## src/rtl/demux_pkg.sv

```systemverilog
// Shared types and constants for the 1-to-4 sequential demultiplexer.
// Optional round-robin select is enabled by defining DEMUX_ROUNDROBIN_EN.
package demux_pkg;

  localparam int NCH   = 4;
  localparam int W_DEF = 8;

  typedef logic [1:0] sel_t;

  typedef enum logic {
    EMPTY = 1'b0,
    FULL  = 1'b1
  } chan_state_t;

endpackage

```

## src/rtl/demux_chan_reg.sv

```systemverilog
// One output channel: a single-entry holding register with an EMPTY/FULL FSM.
// A load in the FULL state is only issued by the top when the sink also consumes.
module demux_chan_reg
  import demux_pkg::*;
#(
  parameter int W = W_DEF
) (
  input  logic         clk,
  input  logic         rst,
  input  logic         load_i,
  input  logic [W-1:0] d_i,
  input  logic         ready_i,
  output logic [W-1:0] data_o,
  output logic         valid_o
);

  chan_state_t  state_q, state_d;
  logic [W-1:0] data_q, data_d;

  // Next state and data: load wins over consume so a same-cycle reload stays FULL.
  always_comb begin
    state_d = state_q;
    data_d  = data_q;
    case (state_q)
      EMPTY: begin
        if (load_i) begin
          state_d = FULL;
          data_d  = d_i;
        end else begin
          state_d = EMPTY;
        end
      end
      FULL: begin
        if (load_i) begin
          state_d = FULL;
          data_d  = d_i;
        end else if (ready_i) begin
          state_d = EMPTY;
        end else begin
          state_d = FULL;
        end
      end
      default: begin
        state_d = EMPTY;
        data_d  = {W{1'b0}};
      end
    endcase
  end

  // State and data registers with synchronous reset.
  always_ff @(posedge clk) begin
    if (rst) begin
      state_q <= EMPTY;
      data_q  <= {W{1'b0}};
    end else begin
      state_q <= state_d;
      data_q  <= data_d;
    end
  end

  assign data_o  = data_q;
  assign valid_o = (state_q == FULL);

endmodule

```

## src/rtl/demux_1by4_seq.sv

```systemverilog
// 1-to-4 demultiplexer with per-channel holding registers and valid/ready flow control.
// Define DEMUX_ROUNDROBIN_EN to ignore s and steer beats with an internal round-robin pointer.
module demux_1by4_seq
  import demux_pkg::*;
#(
  parameter int W = W_DEF
) (
  input  logic             clk,
  input  logic             rst,
  input  logic [W-1:0]     i,
  input  logic [1:0]       s,
  input  logic             i_valid,
  output logic             i_ready,
  output logic [4*W-1:0]   y,
  output logic [NCH-1:0]   y_valid,
  input  logic [NCH-1:0]   y_ready
);

  sel_t           sel_s;
  logic           accept_s;
  logic [NCH-1:0] valid_s;
  logic [NCH-1:0] load_s;

`ifdef DEMUX_ROUNDROBIN_EN
  sel_t ptr_q, ptr_d;

  // Pointer advances only on an accepted beat, so a stalled channel is never skipped.
  always_comb begin
    ptr_d = ptr_q;
    if (accept_s) begin
      ptr_d = sel_t'(ptr_q + 2'd1);
    end else begin
      ptr_d = ptr_q;
    end
  end

  // Round-robin pointer register.
  always_ff @(posedge clk) begin
    if (rst) begin
      ptr_q <= 2'd0;
    end else begin
      ptr_q <= ptr_d;
    end
  end

  assign sel_s = ptr_q;
`else
  assign sel_s = s;
`endif

  assign i_ready  = ~rst & (~valid_s[sel_s] | y_ready[sel_s]);
  assign accept_s = i_valid & i_ready;

  for (genvar n = 0; n < NCH; n++) begin : g_chan
    assign load_s[n] = accept_s & (sel_s == sel_t'(n));

    demux_chan_reg #(
      .W (W)
    ) u_chan (
      .clk     (clk),
      .rst     (rst),
      .load_i  (load_s[n]),
      .d_i     (i),
      .ready_i (y_ready[n]),
      .data_o  (y[n*W +: W]),
      .valid_o (valid_s[n])
    );
  end

  assign y_valid = valid_s;

endmodule

```

## config.mk

```make
export PLATFORM = sky130hd
export DESIGN_NAME = demux_1by4_seq
export DESIGN_NICKNAME = d
export VERILOG_FILES = /design/src/rtl/demux_pkg.sv /design/src/rtl/demux_chan_reg.sv /design/src/rtl/demux_1by4_seq.sv
export SDC_FILE = /design/constraint.sdc
export NUM_CORES = 1
export LEC_CHECK = 0
export ABC_AREA = 1
export CAP_MARGIN = 10
export CORE_MARGIN = 8
export CORE_UTILIZATION = 50
export DETAILED_ROUTE_END_ITERATION = 8
export PLACE_DENSITY_LB_ADDON = 0.08
export RECOVER_POWER = 50
export SLEW_MARGIN = 20
export SYNTH_ARGS = -nofsm -noshare
export SYNTH_HDL_FRONTEND = slang
export SYNTH_SLANG_ARGS = --single-unit
```

## constraint.sdc

```tcl
create_clock -name clk -period 4.2 [get_ports clk]
set_input_delay 0.84 -clock clk [delete_from_list [all_inputs] [get_ports clk]]
set_output_delay 0.84 -clock clk [all_outputs]
set_load 0.02 [all_outputs]
```

==> flow_summary_export.csv, run 1 <==
group,metric,value,unit
grt,grtUsageTotal,0.147,
grt,grt-ovfl-total,0,
min_path,hold_class,"flop to flop",
route,vias_per_cell,4.41,
clocking,cts_buffers,5,
grt,grt_max_degree,37,
setup_path,worstSetupStartpointType,"input pin",
placed_design,dp.final_hpwl,2860,microns
synthesis,synth_nets,267,
setup_path,crit_path_cell_trace,"clkdlybuf4s50_1, inv_2, nand2_1, nand2_1, nand2_1, nand2_2, a21oi_1, clkdlybuf4s50_1",
setup_path,critPathTopFamily,"buffers and inverters",
setup_path,reg2regPathDepth,9,
synthesis,synth.ff_latch_count,36,
power_and_ir_drop,powerDensity,291,mW/mm^2
placed_design,port_buffers,53,
min_path,min_from,"g_chan[3].u_chan.valid_o",
setup_path,slowest_delay,0.65,ns
setup_path,worstPathBufferInverterCount,3,
setup_path,crit_fanout,8,
setup_path,slowest_stage,"clkdlybuf4s50_1",
sta,setup_viol,0,
sta,min_period,3.52,ns
power_and_ir_drop,intPower,0.481,mW
setup_path,crit_end,"i_ready",
clocking,clkLatencyLatePin,0.33,ns
clocking,h-tree-depth,2,
clocking,postCtsSetupRepairBufs,0,
floorplanning,die_x,75.3,microns
power_and_ir_drop,ir_worst_vdd,0.186,mV
sta,hold_violations,0,
sta,slew_violations,0,
floorplanning,initial_utilization,0.522,
synthesis,synthDistinctLibCells,20,
placed_design,finalWeightedCongestion,0.768,
floorplanning,die_h,75.3,microns
power_and_ir_drop,p_comb_frac,0.167,
floorplanning,core,0.00336,sq mm
sta,period_share,0.839,
sta,fin_worst_skew,0.00706,ns
setup_path,r2r-start,"g_chan[2].u_chan.valid_o",
route,antenna_left,0,
clocking,cts_resized,0,
grt,grt_pass1_wl,6290,microns
synthesis,syn_area_per_cell,7.02,sq um
route,drtPass1Iterations,4,
synthesis,syn_inst,250,
clocking,clockBufferDepth,2,
setup_path,end_kind,"output pin",
setup_path,rrSetupSlack,2.79,ns
layout,area_delta_synth_final,30.7,%
route,avgRoutedWirePerCell,11.4,microns
synthesis,ys_seq_area_frac,0.411,
power_and_ir_drop,p_sw,0.188,mW
clocking,root_buffer,"clkbuf_4",
setup_path,crit_type,"input pin to output pin",
synthesis,syn-cell-area,0.00176,sq mm
clocking,postCtsHoldBufs,0,
setup_path,worstReg2RegEnd,"g_chan[1].u_chan.data_o[7]",
power_and_ir_drop,cellLeakagePower,1.21,nW
grt,grt_pass1_vias,1422,
floorplanning,dieArea,0.00566,sq mm
route,vias,1521,
sta,clock.fmax,284,MHz
layout,diodes,0,
setup_path,worstPathRequired,3.36,ns
setup_path,cpMostUsedCell,"nand2_1",
status,outcome,"finished, final reports clean",
floorplanning,rows,21,
layout,final_nets,315,
route,drt_iter0_markers,71,
clocking,cts_tree,"yes",
setup_path,cp_num_cells,8,
route,drc,0,
sta,maxSlewHeadroom,0.532,
power_and_ir_drop,clockPowerShare,0.297,
sta,worst_slew_pin_slew,0.702,ns
layout,drive_gt1_frac,0.120,
sta,rsz0062_at_grt,"false",
setup_path,cp.arrival,2.68,ns
power_and_ir_drop,switching_share,0.281,
clocking,clock-sinks,36,
setup_path,critPathLaunch,"s[0]",
job,drv_cap,0,
synthesis,ys.warnings.count,0,
grt,grt_antenna_before_repair,0,
floorplanning,io-pin-count,54,
sta,setup-tns-final,0,ns
power_and_ir_drop,power.share.sequential,0.536,
route,finalWirelength,3920,microns
sta,whs,0.494,ns
clocking,clkTransAtPathRegs,0.11,ns
registers in the layout, summed over array words and instances, names as in the netlist:
name                   flops
g_chan.u_chan.data_o      32
g_chan.u_chan.valid_o      4
metal layers:
metal,global-route usage,vias to the layer above,part of all wire
li1,-,818,-
met1,0.157,660,0.44
met2,0.257,39,0.48
met3,0.0546,4,0.075
met4,0.0512,0,0.0097
met5,0,-,0
power groups by stage:
stage                     Combinational [mW]  Clock (mW)  Sequential, mW
after floorplan                       0.0524           0           0.381
after global placement                 0.116           0           0.367
after detailed placement               0.117           0           0.367
after CTS                              0.117       0.204           0.359
after global routing                   0.122       0.217           0.361
final                                  0.112       0.198           0.359
per-stage QoR:
| step | setup slack (ns) | instance area, sq um | util | power (mW) | instances |
|---|---|---|---|---|---|
| finish | 0.678 | 2290 | 0.682 | 0.669 | 345 |
| global route | 0.523 | 2290 | 0.682 | 0.700 | 345 |
| CTS | 0.670 | 2290 | 0.682 | 0.681 | 345 |
| detailed placement | 0.668 | 2230 | 0.664 | 0.484 | 337 |
| global placement | 0.740 | 2230 | 0.664 | 0.483 | 337 |
| floorplan | 1.72 | 1760 | - | 0.433 | 250 |
worst min-delay path by stage:
stage / end / slack (ns) / depth (start not counted)
2_1_floorplan: g_chan[0].u_chan.valid_o / 0.45 / 2
3_3_place_gp: g_chan[3].u_chan.valid_o / 0.48 / 2
3_5_place_dp: g_chan[3].u_chan.valid_o / 0.49 / 2
4_1_cts: g_chan[3].u_chan.valid_o / 0.50 / 2
5_1_grt: g_chan[3].u_chan.valid_o / 0.52 / 2
6_report: g_chan[3].u_chan.valid_o / 0.49 / 2
cell families (layout without fill, tap and decap cells):
kind of cell	count (synthesis)	after routing	share of synthesized area
and+or+nand+nor	157	157	0.424
buffers and inverters	52	101	0.149
DFF	36	36	0.411
AOI/OAI and AO/OA	5	5	0.0164
placed cells by master (no fill, tap or decap):
master / Yosys / layout
nor2_4: 1 / 1
clkbuf_1: 1 / 1
nor2_1: 57 / 57
dlygate4sd3_1: 0 / 36
nand4_4: 4 / 4
a21oi_2: 1 / 1
clkbuf_8: 0 / 1
nand3_1: 2 / 2
nand2_4: 1 / 1
inv_2: 2 / 2
nand2_1: 72 / 72
clkdlybuf4s50_1: 0 / 17
nand2_8: 1 / 1
inv_1: 38 / 38
a21oi_1: 4 / 4
clkinvlp_4: 0 / 1
dfxtp_1: 36 / 36
nand3_2: 1 / 1
nor2_2: 10 / 10
nand2_2: 8 / 8
clkbuf_4: 0 / 5
area by class of cell:
type                    count  area, sq um
well taps                  46         57.6
fillers                   336         1070
multi-input cells         162          773
clock inverters             1         7.51
flip-flops and latches     36          721
clock buffers               7         55.1
repair buffers             53          531
inverters                  40          150
cell usage after synthesis, drive strengths merged:
cell,number,share of area
nand2,82,0.20
nor2,68,0.16
inv,40,0.086
dfxtp,36,0.41
buf,11,0.061
a21oi,5,0.016
nand4,4,0.048
nand3,3,0.011
clkbuf,1,0.0021
worst min-delay path, stage by stage, from the launching register on:
cell     delay, ns
dfxtp_1       0.34
nand2_1       0.07
a21oi_1       0.06
Power figures use the tool's default switching activity.
==> run 2: changes to the inputs <==
--- a/config.mk
+++ b/config.mk
@@ -8,7 +8,7 @@
 export ABC_AREA = 1
 export CAP_MARGIN = 10
 export CORE_MARGIN = 8
-export CORE_UTILIZATION = 50
+export CORE_UTILIZATION = 46
 export DETAILED_ROUTE_END_ITERATION = 8
 export PLACE_DENSITY_LB_ADDON = 0.08
 export RECOVER_POWER = 50
==> constraint.sdc (replaced) <==
create_clock -name clk -period 3.5 [get_ports clk]
set_input_delay 0.7 -clock clk [delete_from_list [all_inputs] [get_ports clk]]
set_output_delay 0.7 -clock clk [all_outputs]
set_load 0.02 [all_outputs]
==> run 2 against run 1 <==
Worst hold slack lost 0.0096 ns. Clock power grew 60%. Power grew 32%. Via count shrank 0.59%. Worst setup slack lost 0.36 ns. Flip-flop and latch count is the same. Sequential share of layout area shrank 0.59 points. Cell count grew 0.58%. Critical endpoint unchanged. Largest power group unchanged. Highest routed layer unchanged.
==> flow_summary_export.csv, run 2 (synthesized netlist as in run 1, its figures left out) <==
group,metric,value,unit
layout,area_delta_synth_final,33.2,%
power_and_ir_drop,switching_share,0.256,
clocking,clockBufferDepth,2,
grt,grt_max_degree,34,
grt,grt-ovfl-total,0,
sta,maxSlewHeadroom,0.741,
setup_path,crit_fanout,8,
clocking,cts_tree,"yes",
sta,fin_worst_skew,0.00320,ns
floorplanning,io-pin-count,54,
floorplanning,dieArea,0.00605,sq mm
power_and_ir_drop,intPower,0.655,mW
sta,rsz0062_at_grt,"false",
layout,drive_gt1_frac,0.124,
clocking,clkLatencyLatePin,0.28,ns
power_and_ir_drop,power.share.sequential,0.489,
route,drt_iter0_markers,69,
sta,setup-tns-final,0,ns
clocking,cts_buffers,5,
sta,period_share,0.910,
route,vias_per_cell,4.36,
grt,grt_pass1_wl,6820,microns
sta,hold_violations,0,
sta,clock.fmax,314,MHz
clocking,cts_resized,0,
min_path,hold_depth,2,
power_and_ir_drop,p_total,0.880,mW
placed_design,dp.final_hpwl,2860,microns
power_and_ir_drop,powerDensity,376,mW/mm^2
clocking,clkTransAtPathRegs,0.07,ns
power_and_ir_drop,p_sw,0.226,mW
sta,worst_slew_pin_slew,0.388,ns
layout,final_common_cell,"nand2_1",
layout,diodes,0,
setup_path,crit_type,"input pin to output pin",
sta,slew_violations,0,
status,outcome,"finished, final reports clean",
floorplanning,rows,22,
setup_path,worstSetupStartpointType,"input pin",
clocking,postCtsHoldBufs,0,
setup_path,cp.arrival,2.48,ns
power_and_ir_drop,cellLeakagePower,1.23,nW
floorplanning,die_x,77.8,microns
min_path,hold_class,"flop to flop",
route,finalWirelength,3900,microns
setup_path,reg2regPathDepth,9,
sta,setup_viol,0,
setup_path,worstPathRequired,2.80,ns
setup_path,r2r-start,"g_chan[3].u_chan.valid_o",
route,vias,1512,
sta,min_period,3.18,ns
min_path,min_to,"g_chan[0].u_chan.valid_o",
job,drv_cap,0,
power_and_ir_drop,p_comb_frac,0.152,
layout,largest_reg_flops,32,
setup_path,end_kind,"output pin",
floorplanning,die_h,77.8,microns
floorplanning,initial_utilization,0.479,
route,drtPass1Iterations,4,
layout,layout_common_cells,"nand2_1 (72), nor2_1 (57), inv_1 (38)",
floorplanning,core,0.00366,sq mm
grt,grt_pass1_vias,1481,
clocking,h-tree-depth,2,
clocking,root_buffer,"clkbuf_8",
setup_path,rrSetupSlack,2.09,ns
route,avgRoutedWirePerCell,11.2,microns
grt,grt_antenna_before_repair,0,
route,drc,0,
setup_path,worstReg2RegEnd,"g_chan[1].u_chan.data_o[2]",
route,antenna_left,0,
layout,final_nets,316,
min_path,min_from,"g_chan[0].u_chan.valid_o",
power_and_ir_drop,ir_worst_vdd,0.293,mV
placed_design,finalWeightedCongestion,0.803,
clocking,clock-sinks,36,
placed_design,port_buffers,53,
power_and_ir_drop,clockPowerShare,0.358,
grt,grtUsageTotal,0.138,
clocking,postCtsSetupRepairBufs,0,
[run 2: worst max-delay path by stage]
stage,slack (ns),startpoint,to,depth (start not counted)
3_3_place_gp,0.31,s[0],i_ready,8
2_1_floorplan,1.30,s[0],i_ready,6
5_1_grt,0.1,s[0],i_ready,8
3_5_place_dp,0.31,s[0],i_ready,8
6_report,0.32,s[0],i_ready,8
4_1_cts,0.31,s[0],i_ready,8
[run 2: through the flow]
stage | util | cell area [sq um] | worst slack, ns | std cells | hold slack [ns]
floorplan | - | 1760 | 1.30 | 250 | 0.451
global placement | 0.612 | 2240 | 0.310 | 340 | 0.476
detailed placement | 0.612 | 2240 | 0.310 | 340 | 0.480
CTS | 0.639 | 2340 | 0.306 | 347 | 0.490
global route | 0.639 | 2340 | 0.0980 | 347 | 0.501
finish | 0.639 | 2340 | 0.316 | 347 | 0.484
[run 2: cell type report]
| cell class | count | area [sq um] |
|---|---|---|
| inverter | 40 | 150 |
| multi-input combinational | 162 | 773 |
| timing repair buffer | 54 | 538 |
| sequential | 36 | 721 |
| fill | 341 | 1320 |
| clock buffer | 7 | 96.3 |
| tap | 48 | 60.1 |
[run 2: worst max-delay path, stage by stage]
cell             delay, ns
clkdlybuf4s50_1       0.64
inv_2                 0.09
nand2_1               0.07
nand2_1               0.05
nand2_1               0.06
nand2_2               0.09
a21oi_1               0.15
clkdlybuf4s50_1       0.62
[run 2: per-layer routing]
layer  track usage  vias to the layer above  wire (microns)
met4        0.0528                        0              59
li1              -                      815               -
met3        0.0691                        7             357
met5             0                        -               0
met2         0.226                       41            1940
met1         0.148                      649            1540
[run 2: power groups by stage]
stage	Combinational [mW]	Sequential [mW]	Clock [mW]
2_1_floorplan	0.0628	0.457	0
3_3_place_gp	0.140	0.440	0
3_5_place_dp	0.140	0.441	0
4_1_cts	0.141	0.431	0.326
5_1_grt	0.149	0.432	0.345
6_report	0.134	0.431	0.316
==> run 3: changes to the inputs <==
--- a/config.mk
+++ b/config.mk
@@ -9,6 +9,7 @@
 export CAP_MARGIN = 10
 export CORE_MARGIN = 8
 export CORE_UTILIZATION = 46
+export CTS_CLUSTER_SIZE = 25
 export DETAILED_ROUTE_END_ITERATION = 8
 export PLACE_DENSITY_LB_ADDON = 0.08
 export RECOVER_POWER = 50
==> results of run 3 <==
Same layout as run 2: the final DEF is identical, and so are final timing and power.
